## config.mk

```make
export PLATFORM = sky130hd
export DESIGN_NAME = branch_update_queue_flat
export DESIGN_NICKNAME = d
export VERILOG_FILES = /design/src/rtl/branch_update_queue_if.sv /design/src/rtl/branch_update_queue.sv /design/src/flat_wrapper.sv
export SDC_FILE = /design/constraint.sdc
export NUM_CORES = 1
export LEC_CHECK = 0
export CORE_MARGIN = 2
export CORE_UTILIZATION = 45
export CTS_BUF_LIST = sky130_fd_sc_hd__clkbuf_8
export DETAILED_ROUTE_END_ITERATION = 8
export PLACE_DENSITY = 0.71
export SLEW_MARGIN = 30
export SYNTH_ARGS = -nofsm -noshare
export SYNTH_HDL_FRONTEND = slang
export SYNTH_SLANG_ARGS = --single-unit
```

## constraint.sdc

```tcl
create_clock -name clk -period 7.65 [get_ports clk]
set_clock_uncertainty 0.1 [all_clocks]
set_input_delay 1.53 -clock clk [delete_from_list [all_inputs] [get_ports clk]]
set_output_delay 1.53 -clock clk [all_outputs]
set_load 0.005 [all_outputs]
```

## src/rtl/branch_update_queue_if.sv

```systemverilog
// Bundle of alloc/resolve/commit/mispredict signals and the predictor update port.
// Optional BUQ_COM_HIST_EN adds OUT_comHist.
interface branch_update_queue_if #(
  parameter int DEPTH  = 16,
  parameter int HIST_W = 16,
  parameter int BPI_W  = 12
);
  localparam int TW = $clog2(DEPTH) + 1;

  logic              IN_allocValid;
  logic [30:0]       IN_allocPc;
  logic [HIST_W-1:0] IN_allocHist;
  logic [BPI_W-1:0]  IN_allocBpi;
  logic              IN_allocIsJump;
  logic [TW-1:0]     OUT_allocTag;
  logic              OUT_full;
  logic              IN_resValid;
  logic [TW-1:0]     IN_resTag;
  logic              IN_resTaken;
  logic              IN_comValid;
  logic [TW-1:0]     IN_comTag;
  logic              IN_mispr;
  logic [TW-1:0]     IN_misprTag;
  logic [HIST_W+BPI_W+32:0] OUT_bpUpdate;
`ifdef BUQ_COM_HIST_EN
  logic [HIST_W-1:0] OUT_comHist;

  modport master (
    output IN_allocValid, IN_allocPc, IN_allocHist, IN_allocBpi, IN_allocIsJump,
           IN_resValid, IN_resTag, IN_resTaken, IN_comValid, IN_comTag,
           IN_mispr, IN_misprTag,
    input  OUT_allocTag, OUT_full, OUT_bpUpdate, OUT_comHist
  );
  modport slave (
    input  IN_allocValid, IN_allocPc, IN_allocHist, IN_allocBpi, IN_allocIsJump,
           IN_resValid, IN_resTag, IN_resTaken, IN_comValid, IN_comTag,
           IN_mispr, IN_misprTag,
    output OUT_allocTag, OUT_full, OUT_bpUpdate, OUT_comHist
  );
`else
  modport master (
    output IN_allocValid, IN_allocPc, IN_allocHist, IN_allocBpi, IN_allocIsJump,
           IN_resValid, IN_resTag, IN_resTaken, IN_comValid, IN_comTag,
           IN_mispr, IN_misprTag,
    input  OUT_allocTag, OUT_full, OUT_bpUpdate
  );
  modport slave (
    input  IN_allocValid, IN_allocPc, IN_allocHist, IN_allocBpi, IN_allocIsJump,
           IN_resValid, IN_resTag, IN_resTaken, IN_comValid, IN_comTag,
           IN_mispr, IN_misprTag,
    output OUT_allocTag, OUT_full, OUT_bpUpdate
  );
`endif
endinterface

```

## src/rtl/branch_update_queue.sv

```systemverilog
// In-order queue of predicted branches; drains resolved+committed entries to the predictor.
// Optional BUQ_COM_HIST_EN adds a committed-history shift register on OUT_comHist.
module branch_update_queue #(
  parameter int DEPTH  = 16,
  parameter int HIST_W = 16,
  parameter int BPI_W  = 12
) (
  input logic clk,
  input logic rst,
  branch_update_queue_if.slave bus
);
  localparam int IW = $clog2(DEPTH);
  localparam int PW = IW + 1;

  logic [PW-1:0]     head, tail, cnt, res_off, com_off, mis_off;
  logic [IW-1:0]     h_idx, t_idx, r_idx;
  logic              full, alloc_ok, res_hit, com_hit, drain;
  logic [DEPTH-1:0]  resolved, committed, taken, com_set;
  logic [30:0]       pc_q   [DEPTH];
  logic [HIST_W-1:0] hist_q [DEPTH];
  logic [BPI_W-1:0]  bpi_q  [DEPTH];
  logic              bp_vld, bp_taken;
  logic [30:0]       bp_pc;
  logic [HIST_W-1:0] bp_hist;
  logic [BPI_W-1:0]  bp_bpi;

  assign h_idx = head[IW-1:0];
  assign t_idx = tail[IW-1:0];
  assign r_idx = bus.IN_resTag[IW-1:0];
  assign cnt   = tail - head;
  assign full  = (h_idx == t_idx) && (head[IW] != tail[IW]);

  assign alloc_ok = bus.IN_allocValid && !full && !bus.IN_mispr;

  // Offsets from head make the live-window test a single unsigned compare.
  assign res_off = bus.IN_resTag - head;
  assign com_off = bus.IN_comTag - head;
  assign mis_off = bus.IN_misprTag - head;
  assign res_hit = bus.IN_resValid && (res_off < cnt) &&
                   (!bus.IN_mispr || (res_off <= mis_off));
  assign com_hit = bus.IN_comValid && (com_off < cnt);
  assign drain   = (cnt != '0) && resolved[h_idx] && committed[h_idx];

  always_comb begin
    com_set = '0;
    for (int i = 0; i < DEPTH; i++) begin
      if (com_hit && ({1'b0, IW'(i) - h_idx} <= com_off)) com_set[i] = 1'b1;
    end
  end

  always_ff @(posedge clk) begin
    if (rst) begin
      head      <= '0;
      tail      <= '0;
      resolved  <= '0;
      committed <= '0;
      taken     <= '0;
    end else begin
      if (drain) head <= head + 1'b1;
      if (bus.IN_mispr)  tail <= bus.IN_misprTag + 1'b1;
      else if (alloc_ok) tail <= tail + 1'b1;
      if (res_hit) begin
        resolved[r_idx] <= 1'b1;
        taken[r_idx]    <= bus.IN_resTaken;
      end
      committed <= committed | com_set;
      // Slot at tail is never live, so this cannot collide with resolve/commit.
      if (alloc_ok) begin
        resolved[t_idx]  <= bus.IN_allocIsJump;
        taken[t_idx]     <= bus.IN_allocIsJump;
        committed[t_idx] <= 1'b0;
      end
    end
  end

  always_ff @(posedge clk) begin
    if (alloc_ok) begin
      pc_q[t_idx]   <= bus.IN_allocPc;
      hist_q[t_idx] <= bus.IN_allocHist;
      bpi_q[t_idx]  <= bus.IN_allocBpi;
    end
  end

  always_ff @(posedge clk) begin
    if (rst) bp_vld <= 1'b0;
    else     bp_vld <= drain;
  end

  always_ff @(posedge clk) begin
    bp_pc    <= pc_q[h_idx];
    bp_hist  <= hist_q[h_idx];
    bp_bpi   <= bpi_q[h_idx];
    bp_taken <= taken[h_idx];
  end

  assign bus.OUT_bpUpdate = {bp_vld, bp_pc, bp_hist, bp_bpi, bp_taken};
  assign bus.OUT_allocTag = tail;
  assign bus.OUT_full     = full;

`ifdef BUQ_COM_HIST_EN
  logic [DEPTH-1:0]  is_jump;
  logic [HIST_W-1:0] com_hist;

  always_ff @(posedge clk) begin
    if (alloc_ok) is_jump[t_idx] <= bus.IN_allocIsJump;
  end

  // Only conditional branches feed the committed history.
  always_ff @(posedge clk) begin
    if (rst) com_hist <= '0;
    else if (drain && !is_jump[h_idx]) com_hist <= {com_hist[HIST_W-2:0], taken[h_idx]};
  end

  assign bus.OUT_comHist = com_hist;
`endif
endmodule

```

## src/flat_wrapper.sv

```systemverilog
// flat-port wrapper written by rule: the top's interface ports become plain ports
module branch_update_queue_flat 
#(
  parameter int DEPTH  = 16,
  parameter int HIST_W = 16,
  parameter int BPI_W  = 12
)
  (clk, rst, bus_IN_allocValid, bus_IN_allocPc, bus_IN_allocHist, bus_IN_allocBpi, bus_IN_allocIsJump, bus_IN_resValid, bus_IN_resTag, bus_IN_resTaken, bus_IN_comValid, bus_IN_comTag, bus_IN_mispr, bus_IN_misprTag, bus_OUT_allocTag, bus_OUT_full, bus_OUT_bpUpdate);
  branch_update_queue_if #(.DEPTH(DEPTH), .HIST_W(HIST_W), .BPI_W(BPI_W)) bus_i ();
  input logic clk;
  input logic rst;
  input wire logic [$bits(bus_i.IN_allocValid)-1:0] bus_IN_allocValid;
  input wire logic [$bits(bus_i.IN_allocPc)-1:0] bus_IN_allocPc;
  input wire logic [$bits(bus_i.IN_allocHist)-1:0] bus_IN_allocHist;
  input wire logic [$bits(bus_i.IN_allocBpi)-1:0] bus_IN_allocBpi;
  input wire logic [$bits(bus_i.IN_allocIsJump)-1:0] bus_IN_allocIsJump;
  input wire logic [$bits(bus_i.IN_resValid)-1:0] bus_IN_resValid;
  input wire logic [$bits(bus_i.IN_resTag)-1:0] bus_IN_resTag;
  input wire logic [$bits(bus_i.IN_resTaken)-1:0] bus_IN_resTaken;
  input wire logic [$bits(bus_i.IN_comValid)-1:0] bus_IN_comValid;
  input wire logic [$bits(bus_i.IN_comTag)-1:0] bus_IN_comTag;
  input wire logic [$bits(bus_i.IN_mispr)-1:0] bus_IN_mispr;
  input wire logic [$bits(bus_i.IN_misprTag)-1:0] bus_IN_misprTag;
  output wire logic [$bits(bus_i.OUT_allocTag)-1:0] bus_OUT_allocTag;
  output wire logic [$bits(bus_i.OUT_full)-1:0] bus_OUT_full;
  output wire logic [$bits(bus_i.OUT_bpUpdate)-1:0] bus_OUT_bpUpdate;
  assign bus_i.IN_allocValid = bus_IN_allocValid;
  assign bus_i.IN_allocPc = bus_IN_allocPc;
  assign bus_i.IN_allocHist = bus_IN_allocHist;
  assign bus_i.IN_allocBpi = bus_IN_allocBpi;
  assign bus_i.IN_allocIsJump = bus_IN_allocIsJump;
  assign bus_i.IN_resValid = bus_IN_resValid;
  assign bus_i.IN_resTag = bus_IN_resTag;
  assign bus_i.IN_resTaken = bus_IN_resTaken;
  assign bus_i.IN_comValid = bus_IN_comValid;
  assign bus_i.IN_comTag = bus_IN_comTag;
  assign bus_i.IN_mispr = bus_IN_mispr;
  assign bus_i.IN_misprTag = bus_IN_misprTag;
  assign bus_OUT_allocTag = bus_i.OUT_allocTag;
  assign bus_OUT_full = bus_i.OUT_full;
  assign bus_OUT_bpUpdate = bus_i.OUT_bpUpdate;
  branch_update_queue #(.DEPTH(DEPTH), .HIST_W(HIST_W), .BPI_W(BPI_W)) u_core (.clk(clk), .rst(rst), .bus(bus_i));
endmodule
```

==> results of run 1 <==
-- power breakdown --
group / total, mW / switching (mW) / internal, mW
clock: 4.40 / 2.12 / 2.28
sequential: 6.46 / 0.0425 / 6.41
combinational: 0.598 / 0.346 / 0.252
total: 11.5 / 2.51 / 8.95
-- flip-flops by register name, indices dropped and copies added, names as in the netlist, 12 cells and up --
signal	count
u_core.committed	16
u_core.bp_hist	16
u_core.hist_q	256
u_core.resolved	16
u_core.bp_pc	31
u_core.bpi_q	192
u_core.taken	16
u_core.bp_bpi	12
u_core.pc_q	496
-- layer usage --
metal | up-vias | track usage [%] | part of all wire (%)
met5 | - | 0 | 0.12
met4 | 20 | 5.97 | 2.0
met2 | 702 | 32.9 | 51
met3 | 153 | 4.78 | 6.8
met1 | 10905 | 25.7 | 41
li1 | 8933 | - | -
-- cell families after synthesis --
| logic type | synth area share, % |
|---|---|
| flops | 73.7 |
| mux | 16.4 |
| xor+xnor | 0.711 |
| simple gates | 2.08 |
| buf+inv | 1.57 |
| compound gates | 3.30 |
| fa+ha+maj | 2.22 |
-- per-stage QoR --
step / cells / setup slack, ns / hold WS, ns / utilization, %
final: 3653 / 1.98 / 0.359 / 52.3
after CTS: 3648 / 1.88 / 0.360 / 52.2
after global routing: 3653 / 1.77 / 0.375 / 52.3
after floorplan: 2018 / 0.0121 / 0.332 / -
after global placement: 3349 / 1.80 / 0.345 / 48.8
after detailed placement: 3349 / 2.00 / 0.351 / 48.8
-- area by class of cell --
| type | instances | area (um2) |
|---|---|---|
| multi-input cells | 789 | 10400 |
| flip-flops and latches | 1063 | 30700 |
| clock buffers | 179 | 2460 |
| well taps | 1243 | 1560 |
| inverters | 66 | 264 |
| diodes | 3 | 7.51 |
| clock inverters | 120 | 616 |
| fillers | 7072 | 43800 |
| repair buffers | 190 | 1920 |
-- worst min-delay path, cell delays in order, from the launching register on --
cell	delay (ns)
sky130_fd_sc_hd__dfxtp_1	0.31
sky130_fd_sc_hd__inv_1	0.05
sky130_fd_sc_hd__a211oi_1	0.05
-- cell usage in the layout, fill, tap and decap left out, types with 4 or more instances in the layout --
cell / count
sky130_fd_sc_hd__clkinvlp_4: 8
sky130_fd_sc_hd__nor2b_1: 10
sky130_fd_sc_hd__buf_4: 32
sky130_fd_sc_hd__xnor2_1: 18
sky130_fd_sc_hd__a211oi_1: 22
sky130_fd_sc_hd__nand3_1: 28
sky130_fd_sc_hd__o31a_1: 7
sky130_fd_sc_hd__a21oi_1: 34
sky130_fd_sc_hd__clkinv_2: 9
sky130_fd_sc_hd__nor2_4: 8
sky130_fd_sc_hd__fa_1: 4
sky130_fd_sc_hd__a21o_1: 19
sky130_fd_sc_hd__mux2i_1: 4
sky130_fd_sc_hd__o221ai_1: 16
sky130_fd_sc_hd__buf_12: 6
sky130_fd_sc_hd__clkbuf_8: 179
sky130_fd_sc_hd__nand2_1: 27
sky130_fd_sc_hd__clkinv_1: 30
sky130_fd_sc_hd__nor3_1: 10
sky130_fd_sc_hd__inv_1: 127
sky130_fd_sc_hd__xor2_1: 14
sky130_fd_sc_hd__mux4_2: 302
sky130_fd_sc_hd__or4_1: 10
sky130_fd_sc_hd__a31oi_1: 10
sky130_fd_sc_hd__nand2b_1: 11
sky130_fd_sc_hd__nor2_1: 33
sky130_fd_sc_hd__clkdlybuf4s50_1: 148
sky130_fd_sc_hd__nand4_1: 22
sky130_fd_sc_hd__o41ai_1: 8
sky130_fd_sc_hd__a41oi_1: 5
sky130_fd_sc_hd__a21boi_0: 24
sky130_fd_sc_hd__edfxtp_1: 944
sky130_fd_sc_hd__ha_1: 66
sky130_fd_sc_hd__o21ai_0: 48
sky130_fd_sc_hd__dfxtp_1: 116
sky130_fd_sc_hd__bufinv_16: 4
-- worst paths after layout --
check	to	slack, ns	cells after the start
max reg2reg	u_core.resolved[7]	2.81	12
min reg2reg	u_core.committed[10]	0.36	2
min	u_core.committed[10]	0.36	2
max	bus_OUT_full	1.98	6
==> flow_metrics.tcl, run 1 <==
set metrics [dict create \
    outcome "complete, no violations" \
    critPathSlowestCell "sky130_fd_sc_hd__dfxtp_4" \
    clockBufferDepth 3 \
    area_overhead_of_the_layout_relative_to_synthesis_pct 15.0 \
    power_per_cell_area_nw_per_um2 239 \
    mappedNetlistNets 2170 \
    post_synth.cell_area_avg_um2 20.7 \
    cp-end-kind "primary output" \
    antenna_violations_before_repair 13 \
    synth_seq_area_share_pct 73.7 \
    dr_pass1_iterations 7 \
    cts_hold_buf 0 \
    area_of_the_core_um2 91800 \
    rows 111 \
    postRouteAntennaNets 0 \
    globalRouteOverflowTotal 0 \
    die_h_um 308 \
    cts_buffers 163 \
    synth.lib_cells_used.distinct 51 \
    boundaryPins 149 \
    synth.most_common_cell "sky130_fd_sc_hd__edfxtp_1" \
    slew-limit-headroom_pct 38.4 \
    synth.cells.most_frequent "sky130_fd_sc_hd__edfxtp_1, sky130_fd_sc_hd__mux4_2, sky130_fd_sc_hd__dfxtp_1, sky130_fd_sc_hd__ha_1, sky130_fd_sc_hd__inv_1" \
    post_dp_cell_area_um2 44800 \
    vias_per_cell 5.67 \
    final_nets 2425 \
    clk_latency_ns 0.81 \
    max_clock_freq_mhz 176 \
    synth_ff_type "sky130_fd_sc_hd__edfxtp_1" \
    clk_pin_slew_ns 0.06 \
    final_hold_violation_count 0 \
    critical_path.cell_chain "clkinv_1 -> ha_1 -> nand4_1 -> or2_2 -> inv_1 -> clkdlybuf4s50_1" \
    reg2reg_from "u_core.head[1]" \
    final_max_slew_viol_count 0 \
    yosysWarnings 0 \
    initial_utilization_pct 45.4 \
    grt_start_max_net_pins 133 \
    worst-slew-pin-transition_ns 0.925 \
    tritoncts_num_sinks 1063 \
    hp-start "u_core.committed[10]" \
    first_global_vias 21827 \
    cp_data_arrival_time_ns 4.04 \
    htree_num_levels 4 \
    synth_edf_count 944 \
    p_leak_nw 15.2 \
    postCtsSetupRepairBufs 0 \
    rsz0062_at_grt "no" \
    delay_contributed_by_the_slowest_stage_of_the_critical_path_ns 0.78 \
    grt_pass1_wl_um 137000 \
    synth_top_cell_by_area "sky130_fd_sc_hd__edfxtp_1" \
    cts_repair_resize_count 0 \
    clock_period_minus_final_worst_setup_slack_ns 5.67 \
    ctsRootBufferMaster "sky130_fd_sc_hd__clkbuf_8" \
    floorplan_die_width_um 308 \
    finalCritPeriodShare_pct 74.1 \
    fraction_of_synthesis_flops_using_an_asynchronous_set_or_reset_pin_pct 0 \
    place.detailed.hpwl_um 51100 \
    synthesis.instances 2018 \
    first_iter_violations 1856 \
    gpl_congestion 0.852 \
    critical_path_peak_fanout 33 \
    routed_wire_length_um 92200 \
    max_cap_violations 0 \
    track_usage_pct 19.7 \
    synth_top_cell_area_share_pct 68.0 \
    mappedNetlistArea_um2 41700 \
    detailroute.via_count 20713 \
    route.detailed.wl_per_inst_um 25.2 \
    worst_path_dominant_cell_family "buffers and inverters" \
    finalInstanceArea_um2 48000 \
    die_area_um2 95100 \
    post_synth_main_area_contributors "sky130_fd_sc_hd__edfxtp_1, sky130_fd_sc_hd__mux4_2, sky130_fd_sc_hd__dfxtp_1" \
    tns_ns 0 \
    power_mw 11.5 \
    drc_errors 0 \
    ratio_of_cells_with_drive_above_1_in_the_final_layout_pct 23.9 \
    hp-class "register to register" \
    postSynthRegisterBits 1063 \
    worstSetupPathType "register to primary output" \
    setup_viol 0 \
    tritoncts "yes" \
    io_buffer_count 148 \
    critPathRequiredTime_ns 6.02 \
    max-vdd-ir-drop_mv 0.143 \
    timing.critical_path.buf_inv 3 \
    worstSetupStartpoint "u_core.head[2]" \
    crit_path_start_kind "register" \
]
Power figures use the tool's default switching activity.
==> run 2, diff against run 1 <==
Settings changed: PLACE_DENSITY 0.71 to 0.69.
Clock period 7.65 ns to 5.4 ns, I/O delays scaled along.
==> run 2 against run 1 <==
  * Combinational power up 43%
  * Hold slack worse by 0.00085 ns
  * Routed wire length up 1.0%
  * Register-to-register slack worse by 2.1 ns
  * Clock-buffer cell count down 5
  * Clock power up 40%
  * Largest power group unchanged
  * Highest routed layer unchanged
==> flow_metrics.tcl, run 2 (synthesis results as in run 1) <==
set metrics [dict create \
    tritoncts_num_sinks 1063 \
    p_leak_nw 15.3 \
    r2r_slack_ns 0.76 \
    globalRouteOverflowTotal 0 \
    gpl_congestion 0.813 \
    grt_pass1_wl_um 139000 \
    worst_r2r_path_depth 11 \
    cts_repair_resize_count 0 \
    switching_power_share_of_the_total_pct 21.7 \
    layout_commonest_cell "sky130_fd_sc_hd__edfxtp_1" \
    postCtsSetupRepairBufs 0 \
    final_max_slew_viol_count 0 \
    cp-end-kind "primary output" \
    grt_start_max_net_pins 165 \
    routed_wire_length_um 93200 \
    tritoncts "yes" \
    whs_path_depth 2 \
    area_of_the_core_um2 91800 \
    rows 111 \
    seq_area_um2 30700 \
    max_clock_freq_mhz 200 \
    slew-limit-headroom_pct 30.9 \
    floorplan_die_width_um 308 \
    hp-start "u_core.committed[11]" \
    htree_num_levels 4 \
    final_nets 2429 \
    max_cap_violations 0 \
    cts_hold_buf 0 \
    die_h_um 308 \
    timing.critical_path.buf_inv 3 \
    place.detailed.hpwl_um 51100 \
    vias_per_cell 5.66 \
    timing.final.ws_setup_ns 0.396 \
    worst-slew-pin-transition_ns 1.04 \
    postRouteAntennaNets 0 \
    detailroute.via_count 20657 \
    multiInputGateArea_um2 10400 \
    final_hold_violation_count 0 \
    antenna_violations_before_repair 11 \
    clock_period_minus_final_worst_setup_slack_ns 5.00 \
    most-common-layout-cells "sky130_fd_sc_hd__edfxtp_1, sky130_fd_sc_hd__mux4_2, sky130_fd_sc_hd__clkbuf_8" \
    nFillCells 7022 \
    clockBufferDepth 3 \
    internal_power_mw 12.7 \
    rsz0062_at_grt "no" \
    first_global_vias 22070 \
    power_per_cell_area_nw_per_um2 336 \
    worstSetupPathType "register to primary output" \
    track_usage_pct 19.9 \
    hp-class "register to register" \
    ratio_of_cells_with_drive_above_1_in_the_final_layout_pct 24.2 \
    worstSetupStartpoint "u_core.head[2]" \
    finalCritPeriodShare_pct 92.7 \
    initial_utilization_pct 45.4 \
    route.detailed.wl_per_inst_um 25.5 \
    critical_path_peak_fanout 22 \
    power.combinational.fraction_pct 5.3 \
    cts_buffers 160 \
    ctsRootBufferMaster "sky130_fd_sc_hd__clkbuf_8" \
    drc_errors 0 \
    reg_top3 "u_core.pc_q x496, u_core.hist_q x256, u_core.bpi_q x192" \
    outcome "complete, no violations" \
    power_mw 16.2 \
    crit_path_start_kind "register" \
    delay_contributed_by_the_slowest_stage_of_the_critical_path_ns 0.64 \
    critPathSlowestCell "sky130_fd_sc_hd__dfxtp_4" \
    io_buffer_count 148 \
    area_overhead_of_the_layout_relative_to_synthesis_pct 15.5 \
    dr_pass1_iterations 5 \
    clkPwrFrac_pct 38.1 \
    setup_viol 0 \
    worst_path_dominant_cell_family "buffers and inverters" \
    holdPathEnd "u_core.committed[11]" \
    max_flop_register "u_core.pc_q" \
    max-vdd-ir-drop_mv 0.241 \
    worst_r2r_endpoint "u_core.resolved[1]" \
    power.net_switching_mw 3.52 \
    part_of_the_total_power_dissipated_in_sequential_elements_pct 56.6 \
    clk_latency_ns 0.81 \
    die_area_um2 95100 \
    first_iter_violations 1835 \
    largest_register_ffs 496 \
    cp_data_arrival_time_ns 3.82 \
    critical_path.cell_chain "clkinv_1 -> ha_1 -> nand4_1 -> or2_2 -> inv_1 -> clkdlybuf4s50_1" \
    reg2reg_from "u_core.head[2]" \
    clk_pin_slew_ns 0.06 \
    boundaryPins 149 \
    placement.setup.worst_slack_ns 0.546 \
    critPathRequiredTime_ns 4.22 \
]
[run 2: worst reg2reg max path: stages (launching register included)]
cell,delay [ns]
sky130_fd_sc_hd__dfxtp_4,0.64
sky130_fd_sc_hd__clkinv_1,0.63
sky130_fd_sc_hd__ha_1,0.57
sky130_fd_sc_hd__o21ai_0,0.15
sky130_fd_sc_hd__a21boi_0,0.19
sky130_fd_sc_hd__or2_2,0.37
sky130_fd_sc_hd__ha_1,0.32
sky130_fd_sc_hd__a21oi_1,0.17
sky130_fd_sc_hd__o21ai_0,0.14
sky130_fd_sc_hd__maj3_2,0.54
sky130_fd_sc_hd__or4_1,0.59
sky130_fd_sc_hd__a21oi_1,0.16
[run 2: layout make-up]
cell class                      count  area share (%)
Tap cell                         1243            3.23
Clock inverter                    115            1.31
Multi-Input combinational cell    789            21.6
Antenna cell                        3          0.0156
Timing Repair Buffer              197            4.50
Sequential cell                  1063            63.8
Inverter                           66           0.535
Clock buffer                      174            4.97
[run 2: per-stage QoR]
step | hold WS, ns | util, % | area (um2) | TNS, ns | std cells
after global routing | 0.370 | 52.5 | 48200 | 0 | 3649
final | 0.358 | 52.5 | 48200 | 0 | 3650
after CTS | 0.360 | 52.4 | 48100 | 0 | 3645
after global placement | 0.346 | 49.1 | 45100 | 0 | 3356
after detailed placement | 0.350 | 49.1 | 45100 | 0 | 3356
after floorplan | 0.332 | - | 41700 | -118.65 | 2018
[run 2: how the worst max path moves through the flow]
stage                          to  cells past startpoint
6_report             bus_OUT_full                      6
5_1_grt              bus_OUT_full                      6
4_1_cts              bus_OUT_full                      6
3_5_place_dp   u_core.resolved[7]                     15
3_3_place_gp      u_core.taken[1]                     16
2_1_floorplan    u_core.taken[10]                     12
[run 2: per-layer routing]
layer | share of wire (%) | wire length [um] | track usage (%)
met2 | 51 | 47700 | 34.0
met3 | 6.6 | 6130 | 4.82
met1 | 40 | 37500 | 25.3
met5 | 0.090 | 84 | 0
met4 | 1.9 | 1790 | 6.04
[run 2: power groups by stage]
stage / Combinational (mW) / Clock [mW] / Sequential, mW
final: 0.858 / 6.16 / 9.15
after global routing: 0.937 / 6.68 / 9.15
after CTS: 0.858 / 6.32 / 9.15
after detailed placement: 0.856 / 0 / 9.32
after global placement: 0.828 / 0 / 9.31
after floorplan: 0.483 / 0 / 9.30
==> run 3, diff against run 2 <==
Settings changed: CORE_UTILIZATION 45 to 47, PLACE_DENSITY 0.69 to 0.71.
==> run 3 against run 2 <==
  * Final area is essentially flat
  * Via count up 2.3%
  * Clock power increased by 4.5%
  * Routed wire length up 1.7%
  * Critical path depth did not move
  * Combinational power increased by 0.7%
  * Worst setup slack better by 0.49 ns
  * Critical endpoint unchanged
==> flow_metrics.tcl, run 3 (synthesis results as in run 1) <==
set metrics [dict create \
    final_max_slew_viol_count 0 \
    clk_pin_slew_ns 0.06 \
    whs_path_depth 2 \
    boundaryPins 149 \
    worst-slew-pin-transition_ns 0.905 \
    area_of_the_core_um2 88100 \
    final_nets 2430 \
    postCtsSetupRepairBufs 0 \
    power_per_cell_area_nw_per_um2 341 \
    rsz0062_at_grt "no" \
    reg_top3 "u_core.pc_q x496, u_core.hist_q x256, u_core.bpi_q x192" \
    globalRouteOverflowTotal 0 \
    rows 109 \
    layout_commonest_cell "sky130_fd_sc_hd__edfxtp_1" \
    floorplan_die_width_um 302 \
    outcome "complete, no violations" \
    clock_period_minus_final_worst_setup_slack_ns 4.52 \
    die_area_um2 91100 \
    worst_r2r_path_depth 11 \
    ctsRootBufferMaster "sky130_fd_sc_hd__clkbuf_8" \
    max_cap_violations 0 \
    hp-class "register to register" \
    grt_start_max_net_pins 77 \
    antenna_violations_before_repair 11 \
    track_usage_pct 21.1 \
    largest_register_ffs 496 \
    htree_num_levels 4 \
    routed_wire_length_um 94700 \
    io_buffer_count 148 \
    power_mw 16.5 \
    gpl_congestion 0.816 \
    max-vdd-ir-drop_mv 0.228 \
    first_iter_violations 2129 \
    cts_repair_resize_count 0 \
    cts_buffers 162 \
    postRouteAntennaNets 0 \
    finalInstanceArea_um2 48200 \
    clockBufferDepth 3 \
    final_hold_violation_count 0 \
    finalHoldWorstSlack_ns 0.365 \
    vias_per_cell 5.90 \
    detailroute.via_count 21122 \
    cts_hold_buf 0 \
    grt_pass1_wl_um 141000 \
    tritoncts "yes" \
    max_flop_register "u_core.pc_q" \
    ratio_of_cells_with_drive_above_1_in_the_final_layout_pct 24.9 \
    critical_path_peak_fanout 13 \
    dr_pass1_iterations 5 \
    drc_errors 0 \
    crit_path_start_kind "register" \
    die_h_um 302 \
    post_dp_cell_area_um2 45000 \
    max_clock_freq_mhz 221 \
    first_global_vias 22121 \
    finalCritPeriodShare_pct 83.7 \
    area_overhead_of_the_layout_relative_to_synthesis_pct 15.6 \
    critPathRequiredTime_ns 4.22 \
    tritoncts_num_sinks 1063 \
    cp_data_arrival_time_ns 3.34 \
    route.detailed.wl_per_inst_um 26.5 \
    most-common-layout-cells "sky130_fd_sc_hd__edfxtp_1, sky130_fd_sc_hd__mux4_2, sky130_fd_sc_hd__clkbuf_8" \
    cp-end-kind "primary output" \
    setup_viol 0 \
    clk_latency_ns 0.80 \
    worstSetupPathType "register to primary output" \
    place.detailed.hpwl_um 50100 \
    nFillCells 6626 \
    initial_utilization_pct 47.3 \
    p_leak_nw 15.3 \
    slew-limit-headroom_pct 39.7 \
]
[run 3: cell count changes in the layout (fill, tap and decap cells not counted), sizes merged]
cell | before | now
clkbuf | 174 | 194
bufinv | 5 | 4
inv | 132 | 110
clkinv | 37 | 50
clkinvlp | 7 | 3
buf | 49 | 48
diode | 3 | 4
[run 3: layer usage]
metal | GRT usage (%) | vias up | wire length [um]
met1 | 28.7 | 11167 | 39000
met2 | 33.8 | 833 | 46300
met4 | 7.33 | 14 | 2480
met5 | 0 | - | 94
met3 | 4.98 | 179 | 6900
li1 | - | 8929 | -
[run 3: area by class of cell]
class,count,area [um2],area share [%]
Sequential cell,1063,30700,63.8
Multi-Input combinational cell,789,10400,21.6
Clock buffer,194,2670,5.54
Timing Repair Buffer,196,2140,4.44
Tap cell,1165,1460,3.02
Clock inverter,101,522,1.08
Inverter,66,260,0.540
Antenna cell,4,10.0,0.0208
[run 3: path summary, 6_finish.rpt]
check	startpoint	endpoint	slack [ns]
hold / removal	u_core.committed[3]	u_core.committed[3]	0.36
hold reg to reg	u_core.committed[3]	u_core.committed[3]	0.36
setup / recovery	u_core.head[2]	bus_OUT_full	0.88
setup reg to reg	u_core.head[2]	u_core.resolved[15]	1.22
[run 3: through the flow]
| stage | utilization, % | setup WS, ns | setup TNS, ns | instances |
|---|---|---|---|---|
| floorplan | - | -0.526 | -118.65 | 2018 |
| global placement | 51.0 | 0.214 | 0 | 3276 |
| detailed placement | 51.1 | 0.519 | 0 | 3279 |
| CTS | 54.7 | 0.782 | 0 | 3574 |
| global route | 54.7 | 0.637 | 0 | 3578 |
| finish | 54.7 | 0.883 | 0 | 3578 |
[run 3: where the power goes]
part / internal, mW / total, mW / leakage [nW] / switching (mW)
combinational: 0.362 / 0.864 / 4.01 / 0.502
sequential: 9.09 / 9.15 / 9.49 / 0.0606
clock: 3.44 / 6.44 / 1.83 / 3.00
total: 12.9 / 16.5 / 15.3 / 3.56
[run 3: worst max-delay path, cell delays in order (launching register included)]
cell and delay [ns]:
sky130_fd_sc_hd__dfxtp_4 0.34, sky130_fd_sc_hd__clkinv_1 0.47, sky130_fd_sc_hd__ha_1 0.59, sky130_fd_sc_hd__nand4_1 0.08, sky130_fd_sc_hd__or2_2 0.38, sky130_fd_sc_hd__inv_1 0.15, sky130_fd_sc_hd__clkdlybuf4s50_1 0.53
